File: src/rtl/winner_sequencer.sv
// Inference-window controller for the SNN output layer: counts spikes per node over a
// programmable number of valid timesteps, then scans the counters serially for the argmax.
// Latency: winner_valid_o rises len + NUM_NODES + 1 cycles after start (no valid gaps).
// Backpressure: the result is held in DONE until winner_ready_i; start_i is only taken in IDLE.
//
// Ports:
//   clk_i, rst_i (async, active-high)
//   start_i / window_len_i                 - begin a window of window_len_i valid timesteps
//   spikes_valid_i / nodes_i               - one timestep of spikes, bit i = node i fired
//   busy_o                                 - high in ACCUM, SCAN and DONE
//   winner_valid_o / winner_ready_i        - result handshake
//   winner_idx_o, winner_count_o, tie_o    - registered result, held until the next result
//   abort_i                                - only with WINNER_SEQUENCER_ABORT_EN defined:
//                                            drops an ACCUM/SCAN window back to IDLE
module winner_sequencer #(
    parameter int NUM_NODES = 10,
    parameter int CNT_W     = 16,
    parameter int WIN_W     = 16,
    localparam int IDX_W    = $clog2(NUM_NODES)
) (
    input  logic                 clk_i,
    input  logic                 rst_i,
    input  logic                 start_i,
    input  logic [WIN_W-1:0]     window_len_i,
    input  logic                 spikes_valid_i,
    input  logic [NUM_NODES-1:0] nodes_i,
`ifdef WINNER_SEQUENCER_ABORT_EN
    input  logic                 abort_i,
`endif
    output logic                 busy_o,
    output logic                 winner_valid_o,
    input  logic                 winner_ready_i,
    output logic [IDX_W-1:0]     winner_idx_o,
    output logic [CNT_W-1:0]     winner_count_o,
    output logic                 tie_o
);

    typedef enum logic [1:0] {
        IDLE  = 2'd0,
        ACCUM = 2'd1,
        SCAN  = 2'd2,
        DONE  = 2'd3
    } state_t;

    localparam logic [IDX_W-1:0] LAST_IDX = IDX_W'(NUM_NODES - 1);

    state_t               state_q, state_d;
    logic [CNT_W-1:0]     cnt_q [NUM_NODES];
    logic [WIN_W-1:0]     len_q;
    logic [WIN_W-1:0]     step_q;
    logic [IDX_W-1:0]     ptr_q;
    logic [CNT_W-1:0]     max_q, max_d;
    logic [IDX_W-1:0]     idx_q, idx_d;
    logic                 tie_q, tie_d;
    logic                 abort;
    logic                 start_ok;
    logic                 last_step;

`ifdef WINNER_SEQUENCER_ABORT_EN
    assign abort = abort_i;
`else
    assign abort = 1'b0;
`endif

    assign start_ok  = start_i && (window_len_i != '0);
    assign last_step = spikes_valid_i && (step_q == len_q - WIN_W'(1));

    assign busy_o         = (state_q != IDLE);
    assign winner_valid_o = (state_q == DONE);

    // One comparison per SCAN cycle; pointer 0 seeds the running max.
    // Equal counts only raise tie, so the lowest index is kept.
    always_comb begin
        max_d = max_q;
        idx_d = idx_q;
        tie_d = tie_q;
        if (ptr_q == '0) begin
            max_d = cnt_q[0];
            idx_d = '0;
            tie_d = 1'b0;
        end else if (cnt_q[ptr_q] > max_q) begin
            max_d = cnt_q[ptr_q];
            idx_d = ptr_q;
            tie_d = 1'b0;
        end else if (cnt_q[ptr_q] == max_q) begin
            tie_d = 1'b1;
        end
    end

    always_comb begin
        state_d = state_q;
        case (state_q)
            IDLE:    if (start_ok) state_d = ACCUM;
            ACCUM:   if (abort) state_d = IDLE;
                     else if (last_step) state_d = SCAN;
            SCAN:    if (abort) state_d = IDLE;
                     else if (ptr_q == LAST_IDX) state_d = DONE;
            DONE:    if (winner_ready_i) state_d = IDLE;
            default: state_d = IDLE;
        endcase
    end

    always_ff @(posedge clk_i or posedge rst_i) begin
        if (rst_i) state_q <= IDLE;
        else       state_q <= state_d;
    end

    always_ff @(posedge clk_i or posedge rst_i) begin
        if (rst_i) begin
            for (int i = 0; i < NUM_NODES; i++) cnt_q[i] <= '0;
            len_q          <= '0;
            step_q         <= '0;
            ptr_q          <= '0;
            max_q          <= '0;
            idx_q          <= '0;
            tie_q          <= 1'b0;
            winner_idx_o   <= '0;
            winner_count_o <= '0;
            tie_o          <= 1'b0;
        end else begin
            case (state_q)
                IDLE: begin
                    if (start_ok) begin
                        len_q  <= window_len_i;
                        step_q <= '0;
                        for (int i = 0; i < NUM_NODES; i++) cnt_q[i] <= '0;
                    end
                end
                ACCUM: begin
                    if (spikes_valid_i && !abort) begin
                        step_q <= step_q + WIN_W'(1);
                        for (int i = 0; i < NUM_NODES; i++) begin
                            // Saturate instead of wrapping.
                            if (nodes_i[i] && (cnt_q[i] != '1))
                                cnt_q[i] <= cnt_q[i] + CNT_W'(1);
                        end
                    end
                end
                SCAN: begin
                    if (abort) begin
                        ptr_q <= '0;
                    end else begin
                        max_q <= max_d;
                        idx_q <= idx_d;
                        tie_q <= tie_d;
                        if (ptr_q == LAST_IDX) begin
                            // Publish the result including the final comparison.
                            ptr_q          <= '0;
                            winner_idx_o   <= idx_d;
                            winner_count_o <= max_d;
                            tie_o          <= tie_d;
                        end else begin
                            ptr_q <= ptr_q + IDX_W'(1);
                        end
                    end
                end
                default: ;
            endcase
        end
    end

endmodule

File: config.mk
export PLATFORM = sky130hd
export DESIGN_NAME = winner_sequencer
export DESIGN_NICKNAME = d
export VERILOG_FILES = /design/src/rtl/winner_sequencer.sv
export SDC_FILE = /design/constraint.sdc
export NUM_CORES = 1
export LEC_CHECK = 0
export ABC_CLOCK_PERIOD_IN_PS = 7460
export CAP_MARGIN = 20
export CORE_ASPECT_RATIO = 1.4
export CORE_MARGIN = 1.5
export CORE_UTILIZATION = 38
export CTS_BUF_LIST = sky130_fd_sc_hd__clkbuf_8
export DETAILED_ROUTE_END_ITERATION = 6
export GPL_ROUTABILITY_DRIVEN = 0
export PLACE_DENSITY_LB_ADDON = 0.3
export SYNTH_ARGS = -nofsm -noshare
export SYNTH_HDL_FRONTEND = slang
export SYNTH_SLANG_ARGS = --single-unit
File: constraint.sdc
create_clock -name clk_i -period 7.46 [get_ports clk_i]
set_input_delay 0.746 -clock clk_i [delete_from_list [all_inputs] [get_ports clk_i]]
set_output_delay 0.746 -clock clk_i [all_outputs]
set_load 0.05 [all_outputs]
# == After elaboration in Yosys (flattened, before gate mapping) ==
# Cells that the tools add are included.
# classes
add_sub_neg,13
n_mul,0
div,0
magnitude_cmp,2
eq_ne,31
shifts,0
muxes,32
bitwise,1
n_reduce_logical,31
# op_table
op,count
160-bit two-way mux,2
160-bit one-hot mux with 2 select lines,1
16-bit two-way mux,16
16-bit by 1-bit adder with 16-bit output (second input constant),11
16-bit != test (second input constant),10
16-bit binary-select mux with 4-bit select,1
4-bit AND reduction,11
16-bit equality test,2
16-bit one-hot mux with 2 select lines,1
2-bit != test (second input constant),14
16-bit > comparator,1
16-bit nonzero test,1
16-bit by 1-bit subtractor with 16-bit output (second input constant),1
1-bit logical AND,12
4-bit two-way mux,3
2-bit two-way mux,4
2-bit one-hot mux with 4 select lines,1
5-bit greater-or-equal comparator (second input constant),1
4-bit NOT with 5-bit output,1
4-bit by 1-bit adder with 4-bit output (second input constant),1
2-bit equality test (second input constant),2
4-bit equality test (second input constant),1
4-bit zero test,1
2-bit AND reduction,2
6 further kinds,9
# totals
ff_bits,240
latch_bits,0
ramBits,0
mem_bits_ro,0
in_bits,31
n_memories,0

# == Logic depth before layout (Yosys ltp) ==
# logic_depth
ltp_word,8
mapped_depth,19
mapped_depth_nobuf,15

# == Least setup slack after synthesis ==
# Ideal clock, no wire load.
# synth_timing
path_kind,flip-flop to flip-flop
start,register ptr_q[0]
end,register winner_count_o[10]
arrival_time_ps,4220
required_time_ps,7339
setup_slack_ps,3119
path_stages_with_launch,17
path_buffers,5
synth_period_minus_slack_ps,4341
path_cell_list,dfrtp_1 > buf_2 > clkbuf_1 > buf_1 > mux4_2 > a2bb2oi_1 > inv_1 > ha_1 > and4_1 > nand3_1 > or2_2 > and4_1 > nor2_1 > clkbuf_1 > clkbuf_1 > a21oi_1 > a22o_1
# synth_between
elab_chain_cells,7
word_cells_on_any_way,10
# synth_rtl
item,line_no,text
"start, declared",51,logic [IDX_W-1:0] ptr_q;
"start signal, assigned",153,ptr_q <= ptr_q + IDX_W'(1);
4-bit NOT with 5-bit output (not written as such),"81, 82",
16-bit binary-select mux with 4-bit select,"81, 82",
16-bit two-way mux (not written as such) (2 in series),"81, 82",
16-bit > comparator,81,end else if (cnt_q[ptr_q] > max_q) begin
16-bit two-way mux,81,
16-bit two-way mux,77,if (ptr_q == '0) begin
"end signal, assigned",150,winner_count_o <= max_d;
"end, declared",34,"output logic [CNT_W-1:0] winner_count_o,"
# Several ways; a longest one is shown, not always the timed one. The select of a mux whose other input is x is not followed.
# A chain may end at the register's enable or synchronous reset.

# == Worst setup path after layout ==
# layout_timing
start,register ptr_q[0]
end,register winner_count_o[5]
# The elaborated chain is that of the path after synthesis.

==> results.yml <==
worst_setup_path:
  worst_setup_path_start_kind: "flop"
  critPathRequiredTime_ns: 7.93
  worstPathCellList: "buf_4, mux4_2, a22oi_1, nor2_1, a21oi_1, inv_1, ha_1, and3_1, nand3_1, or2_2, and4_1, nor2_4, buf_4, a21oi_1, a22o_1"
  cp-end-kind: "flop"
  rr_startpoint: "ptr_q[0]$_DFFE_PP0P_"
  worst_path_dominant_cell_family: "simple AND/OR/NAND/NOR gates"
  slowest_stage: "dfrtp_2"
  cpPeakStageDelay_ns: 0.90
  crit_path_start: "ptr_q[0]$_DFFE_PP0P_"
  critPathBufInv: 3
  path_max_fanout: 32
  path_class: "flop to flop"
  arrival_ns: 5.67
outcome:
  status: "finished, final reports clean"
place:
  numPortBuffers: 53
  placed_area_sq_um: 14900
  placed_cells: 1913
  hpwl_um: 27400
finish:
  fin_nets: 1559
  drive_above_1_share_pct: 10.8
  fillers: 3432
  finalNonFillerCells: 1989
  num_antenna_cells: 0
  finalInstanceArea_sq_um: 15800
  area_growth_pct: 13.1
timing:
  maxSlewHeadroom_pct: 29.7
  fin_setup_tns_ns: 0
  setup_violations: 0
  post-route-period-util_pct: 69.8
  skew_ns: 0.0368
  fmax_ghz: 0.192
  fin_crit_ns: 5.20
  tightest_slew_ns: 1.05
  report.final.hold_viol_count: 0
  grt_setup_unrepaired: "no"
  slew_violations: 0
routing:
  met2WireLength_um: 18700
  drtIter0Drc: 1048
  drcViolationCount: 0
  met1_length_um: 15700
  drt_wl_total_um: 38300
  wl_per_cell_um: 19.3
  vias_per_cell: 5.65
  wl_met3_um: 1970
  dr.pass1.iters: 5
  antenna_left: 0
  vias: 11246
  routed.top_layer: "met4"
synth:
  yosysSeqAreaShare_pct: 43.0
  syn_nets: 1526
  synth_cells: 1463
  async_flop_share_pct: 100
  synth_top_area_share_pct: 43.0
  syn-cell-area_sq_um: 14000
  synth-seq-cells: 240
  synth.area.top_cells: "dfrtp_1 (43%), xor2_1 (6.2%), nor2_1 (5.7%), mux4_2 (5.2%), xnor2_1 (4.2%)"
  synth_top_area_cell: "dfrtp_1"
  ys_warn_count: 0
  ys_types: 65
  synth_edf_count: 0
  synth_area_per_cell_sq_um: 9.55
  ys.flop_type: "dfrtp_1"
floorplanning:
  die_w_um: 165
  die_area_sq_um: 37900
  start_util_pct: 38.8
  row_count: 82
  coreArea_sq_um: 36000
  pin_count: 54
  die_h_um: 230
power_and_ir_drop:
  power_density_nw_per_um2: 319
  irDropWorstVdd_mv: 0.181
  power.leakage_nw: 6.98
cts:
  ctsRootBufferMaster: "clkbuf_8"
  clk_latency_ns: 0.59
  cts_buffers: 43
  cts_tree: "yes"
  cts.repair.resized: 0
  holdBufCountCts: 0
  postCtsSetupRepairBufs: 0
  clk_path_buf_depth: 3
  numClockSinks: 240
  htreeDepth: 2
  cts.clk_slew.worst_paths_ns: 0.06
global_routing:
  grt.total_usage_pct: 20.9
  overflow: 0
  grt_max_degree: 155
  grt_pass1_wl_um: 61700
  grt_pass1_vias: 11173
  antenna_found_initial: 0
worst_hold_path:
  hp-class: "flop to flop"
  hp-start: "tie_o$_DFFE_PP0P_"
run:
  maxCapViolations: 0
==> routing by layer <==
| metal | up-vias | track usage [%] |
|---|---|---|
| met2 | 336 | 34.7 |
| met3 | 92 | 3.30 |
| met5 | - | 0 |
| met4 | 0 | 10.4 |
| li1 | 5271 | - |
| met1 | 5547 | 26.2 |
==> layout make-up <==
cell class	instances	area, sq um	area share [%]
multi-input cells	1066	7380	46.7
clock buffers	55	757	4.79
inverters	78	300	1.90
clock inverters	21	130	0.824
flip-flops and latches	240	6010	38.0
well taps	462	578	3.66
repair buffers	67	648	4.10
==> layout by cell type, fill, tap and decap left out, types with 35 or more instances in the layout <==
| master | n |
|---|---|
| mux2_2 | 35 |
| nand3_1 | 75 |
| clkdlybuf4s50_1 | 53 |
| xor2_1 | 99 |
| nand2_1 | 90 |
| a21oi_1 | 41 |
| xnor2_1 | 67 |
| o21ai_0 | 51 |
| clkbuf_8 | 55 |
| nor2_1 | 211 |
| inv_1 | 88 |
| nand4_1 | 50 |
| a31oi_1 | 36 |
| dfrtp_1 | 238 |
==> flip-flops by register name, indices dropped and copies added (netlist names), 2 cells and up <==
name,flops
len_q,16
winner_count_o,16
idx_q,4
winner_idx_o,4
ptr_q,4
cnt_q,160
state_q,2
max_q,16
step_q,16
==> cells by family (layout without fill, tap and decap cells) <==
group,Yosys count,count (layout),synth area share [%]
xor+xnor,167,167,10.5
compound gates,246,246,12.1
simple gates,550,550,18.8
fa+ha+maj,32,32,2.87
mux,71,71,8.28
flops,240,240,43.0
buf+inv,157,221,4.41
==> worst paths after layout <==
path	slack, ns	to	cells after the start
setup / recovery	2.26	winner_count_o[5]$_DFFE_PP0P_	15
hold / removal	0.48	tie_o$_DFFE_PP0P_	2
setup reg to reg	2.26	winner_count_o[5]$_DFFE_PP0P_	15
hold reg to reg	0.48	tie_o$_DFFE_PP0P_	2
max in group asynchronous	5.28	ptr_q[0]$_DFFE_PP0P_	3
min in group asynchronous	0.68	cnt_q[2]$_DFFE_PP0P_	2
==> stage by stage <==
stage | hold WS, ns | worst slack [ns] | power (mW) | util (%)
6_report | 0.481 | 2.26 | 5.04 | 43.9
5_1_grt | 0.501 | 1.82 | 5.36 | 43.9
4_1_cts | 0.488 | 2.33 | 5.07 | 43.9
3_5_place_dp | 0.474 | 2.31 | 3.78 | 41.4
3_3_place_gp | 0.463 | 2.44 | 3.73 | 41.4
2_1_floorplan | 0.460 | 0.126 | 3.23 | -
==> where the power goes <==
group / internal (mW) / switching, mW / total (mW)
Combinational: 0.737 / 1.17 / 1.90
Sequential: 1.51 / 0.351 / 1.86
Clock: 0.701 / 0.574 / 1.28
==> cells in the mapped netlist, drive strengths merged, types with 4 or more instances <==
| cell type | count |
|---|---|
| ha | 32 |
| a21o | 10 |
| and2 | 6 |
| nand4 | 50 |
| a32o | 8 |
| nor4 | 17 |
| and3 | 23 |
| a21oi | 42 |
| a31oi | 36 |
| mux4 | 32 |
| dfrtp | 240 |
| xor2 | 99 |
| or2 | 4 |
| inv | 78 |
| o31ai | 23 |
| a2bb2oi | 15 |
| or3 | 13 |
| nor2 | 213 |
| nand3 | 75 |
| o21ai | 51 |
| buf | 15 |
| and4 | 11 |
| a22oi | 16 |
| xnor2 | 68 |
| clkbuf | 64 |
| a22o | 19 |
| nand2 | 90 |
| nor3 | 22 |
| nor2b | 8 |
| or4 | 7 |
| mux2 | 36 |
==> worst reg2reg max path: cells and delay by family, from the launching register on <==
| family | cells | cell delay, ns |
|---|---|---|
| compound gates | 4 | 0.85 |
| fa+ha+maj | 1 | 0.29 |
| buf+inv | 3 | 0.98 |
| flops | 1 | 0.90 |
| mux | 1 | 0.37 |
| simple gates | 6 | 1.72 |
Power figures use the tool's default switching activity.
